## src/rtl/fb_wr_ctrl.sv

```systemverilog
// Frame-buffer write controller: moves pixel words from an upstream FWFT FIFO into
// fixed-length memory write bursts, rotating over BUF_NUM frame buffers.
module fb_wr_ctrl #(
  parameter int          DW           = 32,
  parameter int          AW           = 32,
  parameter int          BURST_LEN    = 64,
  parameter int          FRAME_BURSTS = 32400,
  parameter logic [31:0] BASE_ADDR    = 32'h1000_0000,
  parameter logic [31:0] BUF_STRIDE   = 32'h0080_0000,
  parameter int          BUF_NUM      = 3
) (
  input  logic          clk_i,
  input  logic          rst_n_i,
  input  logic          fs_i,
  input  logic [11:0]   fifo_cnt_i,
  input  logic [DW-1:0] fifo_data_i,
  output logic          fifo_rd_o,
  output logic          wr_req_o,
  output logic [AW-1:0] wr_addr_o,
  input  logic          wr_ack_i,
  output logic [DW-1:0] wr_data_o,
  output logic          wr_valid_o,
  input  logic          wr_ready_i,
  output logic [1:0]    buf_idx_o,
  output logic [1:0]    rd_buf_o,
  output logic          frame_done_o,
  output logic          frame_abort_o
);

  localparam int              BCW        = $clog2(BURST_LEN);
  localparam int              FCW        = (FRAME_BURSTS > 1) ? $clog2(FRAME_BURSTS) : 1;
  localparam logic [BCW-1:0]  BEAT_LAST  = BCW'(BURST_LEN - 1);
  localparam logic [FCW-1:0]  BURST_LAST = FCW'(FRAME_BURSTS - 1);
  localparam logic [AW-1:0]   ADDR_INC   = AW'(BURST_LEN * DW / 8);
  localparam logic [AW-1:0]   BASE_A     = AW'(BASE_ADDR);
  localparam logic [AW-1:0]   STRIDE_A   = AW'(BUF_STRIDE);
  localparam logic [1:0]      IDX_LAST   = 2'(BUF_NUM - 1);
  localparam logic [12:0]     BL_THR     = 13'(BURST_LEN);

  typedef enum logic [2:0] {
    S_IDLE      = 3'd0,
    S_WAIT_DATA = 3'd1,
    S_REQ       = 3'd2,
    S_BURST     = 3'd3,
    S_DONE      = 3'd4
  } state_t;

  state_t          state_q, state_d;
  logic [BCW-1:0]  beat_q, beat_d;
  logic [FCW-1:0]  burst_q, burst_d;
  logic [AW-1:0]   addr_q, addr_d;
  logic [1:0]      buf_idx_q, buf_idx_d;
  logic [1:0]      rd_buf_q, rd_buf_d;
  logic            pend_q, pend_d;
  logic            abort_q, abort_d;
  logic            beat_fire_s;
  logic [1:0]      buf_next_s;

  // Buffer base address, wrapping modulo 2^AW.
  function automatic logic [AW-1:0] frame_base(input logic [1:0] idx);
    case (idx)
      2'd0:    frame_base = BASE_A;
      2'd1:    frame_base = BASE_A + STRIDE_A;
      2'd2:    frame_base = BASE_A + (STRIDE_A << 1);
      default: frame_base = BASE_A + (STRIDE_A << 1) + STRIDE_A;
    endcase
  endfunction

  assign beat_fire_s = (state_q == S_BURST) && wr_ready_i;
  assign buf_next_s  = (buf_idx_q == IDX_LAST) ? 2'd0 : buf_idx_q + 2'd1;

  // Next-state and datapath update logic.
  always_comb begin
    state_d   = state_q;
    beat_d    = beat_q;
    burst_d   = burst_q;
    addr_d    = addr_q;
    buf_idx_d = buf_idx_q;
    rd_buf_d  = rd_buf_q;
    pend_d    = pend_q;
    abort_d   = 1'b0;
    case (state_q)
      S_IDLE: begin
        if (fs_i) begin
          state_d = S_WAIT_DATA;
          burst_d = '0;
          addr_d  = frame_base(buf_idx_q);
        end else begin
          state_d = S_IDLE;
        end
      end
      S_WAIT_DATA: begin
        if (fs_i) begin
          abort_d = 1'b1;
          burst_d = '0;
          addr_d  = frame_base(buf_idx_q);
        end else if ({1'b0, fifo_cnt_i} >= BL_THR) begin
          state_d = S_REQ;
        end else begin
          state_d = S_WAIT_DATA;
        end
      end
      S_REQ: begin
        pend_d = pend_q | fs_i;
        if (wr_ack_i) begin
          state_d = S_BURST;
          beat_d  = '0;
        end else begin
          state_d = S_REQ;
        end
      end
      S_BURST: begin
        if (beat_fire_s && (beat_q == BEAT_LAST)) begin
          beat_d = '0;
          // A frame start during the final beat of the last burst still completes the frame.
          if (pend_q || (fs_i && (burst_q != BURST_LAST))) begin
            state_d = S_WAIT_DATA;
            abort_d = 1'b1;
            burst_d = '0;
            addr_d  = frame_base(buf_idx_q);
            pend_d  = 1'b0;
          end else if (burst_q == BURST_LAST) begin
            state_d = S_DONE;
            pend_d  = fs_i;
          end else begin
            state_d = S_WAIT_DATA;
            burst_d = burst_q + FCW'(1);
            addr_d  = addr_q + ADDR_INC;
            pend_d  = 1'b0;
          end
        end else if (beat_fire_s) begin
          beat_d = beat_q + BCW'(1);
          pend_d = pend_q | fs_i;
        end else begin
          pend_d = pend_q | fs_i;
        end
      end
      S_DONE: begin
        rd_buf_d  = buf_idx_q;
        buf_idx_d = buf_next_s;
        burst_d   = '0;
        pend_d    = 1'b0;
        if (fs_i || pend_q) begin
          state_d = S_WAIT_DATA;
          addr_d  = frame_base(buf_next_s);
        end else begin
          state_d = S_IDLE;
        end
      end
      default: begin
        state_d = S_IDLE;
      end
    endcase
  end

  // State and datapath registers with synchronous active-low reset.
  always_ff @(posedge clk_i) begin
    if (!rst_n_i) begin
      state_q   <= S_IDLE;
      beat_q    <= '0;
      burst_q   <= '0;
      addr_q    <= BASE_A;
      buf_idx_q <= 2'd0;
      rd_buf_q  <= 2'd0;
      pend_q    <= 1'b0;
      abort_q   <= 1'b0;
    end else begin
      state_q   <= state_d;
      beat_q    <= beat_d;
      burst_q   <= burst_d;
      addr_q    <= addr_d;
      buf_idx_q <= buf_idx_d;
      rd_buf_q  <= rd_buf_d;
      pend_q    <= pend_d;
      abort_q   <= abort_d;
    end
  end

  assign wr_req_o      = (state_q == S_REQ);
  assign wr_valid_o    = (state_q == S_BURST);
  assign fifo_rd_o     = wr_valid_o & wr_ready_i;
  assign wr_data_o     = fifo_data_i;
  assign wr_addr_o     = addr_q;
  assign buf_idx_o     = buf_idx_q;
  assign rd_buf_o      = rd_buf_q;
  assign frame_done_o  = (state_q == S_DONE);
  assign frame_abort_o = abort_q;

endmodule

```

## config.mk

```make
export PLATFORM = sky130hd
export DESIGN_NAME = fb_wr_ctrl
export DESIGN_NICKNAME = d
export VERILOG_FILES = /design/src/rtl/fb_wr_ctrl.sv
export SDC_FILE = /design/constraint.sdc
export NUM_CORES = 1
export LEC_CHECK = 0
export BUFFER_PORTS_ARGS = -buffer_cell sky130_fd_sc_hd__buf_2
export CAP_MARGIN = 20
export CORE_ASPECT_RATIO = 1.5
export CORE_MARGIN = 4
export CORE_UTILIZATION = 45
export DETAILED_ROUTE_END_ITERATION = 8
export PLACE_DENSITY = 0.81
export SLEW_MARGIN = 20
export SYNTH_ARGS = -nofsm -noshare
export SYNTH_HDL_FRONTEND = slang
export SYNTH_SLANG_ARGS = --single-unit
```

## constraint.sdc

```tcl
create_clock -name clk_i -period 4.9 [get_ports clk_i]
set_clock_uncertainty 0.1 [all_clocks]
set_input_delay 0.245 -clock clk_i [delete_from_list [all_inputs] [get_ports clk_i]]
set_output_delay 0.245 -clock clk_i [all_outputs]
set_load 0.1 [all_outputs]
```

After elaboration in Yosys (flattened, before gate mapping) --
Index checks and enable logic that the tools add are counted.
Cells by class: add/subtract/negate cells 4, magnitude comparators 1, eq/ne operators 18, mux-type cells 35, bitwise logic cells 2, reductions and logical operators 16
Operators by type and width (number):
- 32-bit 2-to-1 mux | 5
- 25-bit one-hot mux with 3 select lines | 2
- 32-bit one-hot mux with 3 select lines | 1
- 15-bit 2-to-1 mux | 4
- 15-bit one-hot mux with 3 select lines | 1
- 32-bit by 9-bit adder with 32-bit output, second input constant | 1
- 6-bit 2-to-1 mux | 3
- 15-bit by 1-bit adder with 15-bit output, second input constant | 1
- 15-bit equality test, second input constant | 1
- 15-bit != test, second input constant | 1
- 3-bit one-hot mux with 5 select lines | 1
- 12-bit by 7-bit greater-or-equal comparator with 1-bit output, second input constant | 1
- 3-bit 2-to-1 mux | 4
- 6-bit one-hot mux with 2 select lines | 1
- 1-bit 2-to-1 mux | 9
- 2-bit by 1-bit != test with 1-bit output, second input constant | 4
- 6-bit by 1-bit adder with 6-bit output, second input constant | 1
- 3-bit by 2-bit equality test with 1-bit output, second input constant | 2
- 6-bit equality test, second input constant | 1
- 3-bit nonzero test | 2
- 5-bit AND reduction | 1
- 2-bit by 1-bit equality test with 1-bit output, second input constant | 2
- 2-bit equality test, second input constant | 2
- 2-bit zero test | 2
- 19 further kinds | 23
Storage, ports and cells: bits in registers 62, bits of input ports 49, output and inout bits 73, word-level logic and storage cells 84

Logic depth before layout (Yosys ltp) --
word-level depth 6, gate-level depth with buffers 8, depth with buffers taken out 6

Worst setup path after synthesis --
OpenSTA, ideal clock, no wires.
kind flip-flop to output port, from register state_q[1], to output wr_req_o, data arrival time 2.759 ns, required time 4.555 ns, slack 1.796 ns, cell stages (with the launch flop) 4, cell sequence dfxtp_1 > clkbuf_1 > inv_1 > nor3_1
Between the ends: longest elaborated chain between the ends 1
Ends and longest elaborated chain:
- start: declaration | line 48 | state_t state_q, state_d;
- start signal: assignment | line 168 | state_q <= state_d;
- 3-bit by 2-bit equality test with 1-bit output | line 179 | assign wr_req_o = (state_q == S_REQ);
- end: declaration | line 18 | output logic wr_req_o,
No other way between the ends.

Final worst setup path --
from register burst_q[0], to register addr_q[31] (netlist: wr_addr_o[31])
Between the ends: longest elaborated chain between the ends 6, elaborated cells on any way between the ends 9, those cells by class eq/ne (3); mux (3); reduce/logical (3)
Ends and longest elaborated chain:
- start: declaration | line 50 | logic [FCW-1:0] burst_q, burst_d;
- start signal: assignment | line 170 | burst_q <= burst_d;
- 15-bit != test | line 116 | if (pend_q || (fs_i && (burst_q != BURST_LAST))) begin
- 1-bit logical AND | line 116
- 1-bit logical OR | line 116
- 32-bit 2-to-1 mux | line 116
- 32-bit 2-to-1 mux | line 113 | if (beat_fire_s && (beat_q == BEAT_LAST)) begin
- 32-bit one-hot mux with 3 select lines | line 82 | case (state_q)
- end signal: assignment | line 171 | addr_q <= addr_d;
- end: declaration | line 51 | logic [AW-1:0] addr_q, addr_d;
Several ways; a longest one is shown, not always the timed one. The select of a mux whose other input is x is not followed. A chain may end at the register's enable or synchronous reset.

==> flow_summary.json <==
{
  "synth_seq_area_share": 0.3248,
  "flow.area_growth_from_synthesis_pct": 1.805,
  "worst_setup_hold_path_clk_slew_ns": 0.10,
  "number_of_antenna_violations_at_the_first_check_in_global_routing": 0,
  "boundaryPins": 122,
  "rsz0062_at_grt": "false",
  "max-cap-violations": 0,
  "min_period_ns": 2.786,
  "dr_total_vias": 3013,
  "worstReg2RegStart": "burst_q[0]$_SDFFE_PN0P_",
  "cp_top_family": "compound AO/OA/AOI/OAI gates",
  "maxSlewHeadroom": 0.2922,
  "grt_overflow": 0,
  "detailed_router_iteration_count_before_antenna_repair": 4,
  "detailed_route_drc_error_count": 0,
  "crit-reg2reg-capture": "wr_addr_o[31]$_SDFFE_PN0P_",
  "drc_marker_count_from_the_first_detailed_route_iteration": 153,
  "clock_tree_from_tritoncts": "done",
  "timing.critical_path.required_ns": 5.02,
  "grt_pass1_vias": 2788,
  "worstSetupEndpointType": "register",
  "final_max_slew_viol_count": 0,
  "finalWirelength_um": 7623,
  "post_route_cells_drive_above_1_share": 0.1802,
  "pin_count_of_the_biggest_net_entering_global_routing": 29,
  "hold_viol_final": 0,
  "start_util": 0.4605,
  "criticalPathCategory": "reg -> reg",
  "viasPerCell": 5.966,
  "worstPathBufferInverterCount": 0,
  "cts_resized": 0,
  "dieArea_um2": 8864,
  "worst_setup_path_start_kind": "register",
  "r2r_setup_slack_ns": 2.11,
  "ir_worst_vdd_v": 0.0001380,
  "post_cts.repair.setup_buffers": 0,
  "timing_worst_slew_pin_value_ns": 1.055,
  "worst_ep_arrival_time_ns": 2.90,
  "crit_end": "wr_addr_o[31]$_SDFFE_PN0P_",
  "timing.critical_path.cells": "ha_1 > and4_1 > nand4_2 > a21oi_2 > nor2_1 > a311oi_1",
  "number_of_cells_produced_by_synthesis": 405,
  "cell_area_after_synthesis_um2": 3328,
  "worst_path_largest_cell_delay_ns": 0.70,
  "numClockSinks": 54,
  "dp_slack_ns": 2.160,
  "grt.total_usage": 0.1695,
  "synth-edff-count": 0,
  "core_area_um2": 7227,
  "setup_slack_ns": 2.114,
  "worst-path-stages": 6,
  "floorplan.die.width_um": 78.22,
  "postSynthAreaPerCell_um2": 8.218,
  "leakagePower_nw": 1.172,
  "synth_async_sr_flop_share": 0,
  "cts-buffers-inserted": 5,
  "antenna_cells": 0,
  "fill_cells": 723,
  "ys_dominant_reg_cell": "dfxtp_1",
  "drtAntennaViolNets": 0,
  "worst_hold_startpoint": "rst_n_i",
  "ys_types": 65,
  "cts.htree.levels": 2,
  "placer_s_final_routability_congestion_estimate": 0.8582,
  "timing.critical_path.from": "burst_q[0]$_SDFFE_PN0P_",
  "place.detailed.hpwl_um": 5449,
  "highest_net_fanout_along_the_worst_path": 19,
  "critical_path.slowest_cell": "a21oi_2",
  "ys_ff_latch": 54,
  "warnings_synthesis": 0,
  "status": "finished, final reports clean",
  "grt_first_pass_wirelength_um": 12610,
  "worst_skew_pair.late_latency_ns": 0.31,
  "setup_viol": 0,
  "holdCritPathClass": "in -> reg",
  "place.port_buffers": 43,
  "fmax_mhz": 358.9,
  "die_height_um": 113.3,
  "cts-hold-fix-buffers": 0,
  "post-route-period-util": 0.5686,
  "worstRegToRegCells": 6,
  "power_per_cell_area_nw_per_um2": 265.1,
  "cts.path.max_buffers": 2,
  "fin_setup_tns_ns": 0,
  "num-nets-final": 456,
  "root_buffer": "clkbuf_8",
  "placementRows": 38,
  "drt-wirelength-per-cell_um": 15.10
}
[cell type report]
class / count / area (um^2) / share of cell area
sequential: 54 / 1081 / 0.3191
clock inverter: 3 / 40.04 / 0.01182
tap: 100 / 125.1 / 0.03693
clock buffer: 5 / 68.82 / 0.02031
inverter: 8 / 30.03 / 0.008863
timing repair buffer: 44 / 222.7 / 0.06573
multi-input combinational: 291 / 1821 / 0.5373
[report_power, final]
| group | internal, W | switching [W] |
|---|---|---|
| clock | 0.000151 | 0.000149 |
| combinational | 0.0000327 | 0.000108 |
| sequential | 0.000445 | 0.0000124 |
[logic make-up (layout without fill, tap and decap cells)]
group,count (synthesis),count (layout),share of synthesized area
mux,5,5,0.01541
other cells,1,8,0.001127
simple gates,161,161,0.2774
flops,54,54,0.3248
xor+xnor,6,6,0.01579
compound gates,108,108,0.2180
buf+inv,67,60,0.1361
fa+ha+maj,3,3,0.01128
[synthesized netlist by cell type (3+ instances only)]
cell / instances / area share
and2_1: 3 / 0.0056
xor2_1: 4 / 0.011
a21oi_1: 30 / 0.045
a41oi_1: 6 / 0.016
nor2_1: 21 / 0.024
or3_1: 14 / 0.026
o311a_1: 3 / 0.0090
nand2b_1: 4 / 0.0075
ha_1: 3 / 0.011
or2_2: 5 / 0.0094
and4_1: 6 / 0.016
nand3_1: 14 / 0.021
nor3_1: 11 / 0.017
a311oi_1: 9 / 0.024
mux2i_1: 4 / 0.012
a31oi_1: 5 / 0.0094
and3_1: 6 / 0.011
o21ai_0: 21 / 0.032
nand2_1: 38 / 0.043
dfxtp_1: 54 / 0.32
clkbuf_8: 3 / 0.012
buf_2: 5 / 0.0075
nand4_1: 14 / 0.026
or4_1: 6 / 0.014
a211oi_1: 4 / 0.0090
inv_1: 7 / 0.0079
o21bai_1: 3 / 0.0068
buf_4: 42 / 0.095
clkbuf_1: 8 / 0.0090
o31ai_1: 7 / 0.016
o32ai_1: 4 / 0.011
[worst reg2reg max path: stages, from the launching register on]
cell and delay, ns:
dfxtp_1 0.42, ha_1 0.22, and4_1 0.31, nand4_2 0.23
a21oi_2 0.70, nor2_1 0.39, a311oi_1 0.33
[state kept, by name (all words and copies together), names as in the netlist]
register,flops
beat_q,6
state_q,3
rd_buf_o,2
wr_addr_o,24
frame_abort_o,1
pend_q,1
buf_idx_o,2
burst_q,15
[how the worst min path moves through the flow]
stage	cells past startpoint	to
floorplan	1	wr_addr_o[24]$_SDFFE_PN0P_
global placement	2	rd_buf_o[0]$_SDFFE_PN0P_
detailed placement	2	rd_buf_o[1]$_SDFFE_PN0P_
CTS	3	wr_addr_o[30]$_SDFFE_PN0P_
global route	2	pend_q$_SDFFE_PN0P_
finish	2	wr_addr_o[23]$_SDFFE_PN0P_
[metrics by stage]
| step | total power [W] | utilization | cells | hold slack (ns) | area [um^2] |
|---|---|---|---|---|---|
| after global routing | 0.0009310 | 0.4688 | 505 | 0.2242 | 3388 |
| after detailed placement | 0.0006065 | 0.4538 | 497 | 0.3448 | 3279 |
| after floorplan | 0.0007187 | - | 412 | 0.3074 | 3354 |
| final | 0.0008984 | 0.4688 | 505 | 0.2364 | 3388 |
| after global placement | 0.0006035 | 0.4538 | 497 | 0.3421 | 3279 |
| after CTS | 0.0009001 | 0.4688 | 505 | 0.2199 | 3388 |
[placed cells by master, fill, tap and decap left out, drive strengths merged, types with 2 or more instances in the layout]
master,n
a41oi,6
xor2,4
clkinv,2
or4b,2
o21bai,3
nor4,3
nor2,21
ha,3
nand4,15
nand2b,4
o21ai,22
nand3,16
or3b,3
o31ai,7
clkbuf,5
dfxtp,54
a21oi,32
or3,14
a211oi,4
inv,8
buf,44
conb,8
and3,7
nor3,12
o311a,3
a21o,2
o32ai,4
or2,6
nand2,38
a311oi,9
o311ai,2
a31oi,5
xnor2,2
and4,6
and2,3
mux2i,4
or4,7
[metal layers]
| layer | share of wire | global-route usage | vias to the layer above |
|---|---|---|---|
| met3 | 0.054 | 0.03503 | 13 |
| met5 | 0 | 0 | - |
| li1 | - | - | 1462 |
| met1 | 0.42 | 0.1954 | 1429 |
| met2 | 0.51 | 0.3049 | 109 |
| met4 | 0.018 | 0.06301 | 0 |
Power figures use the tool's default switching activity.
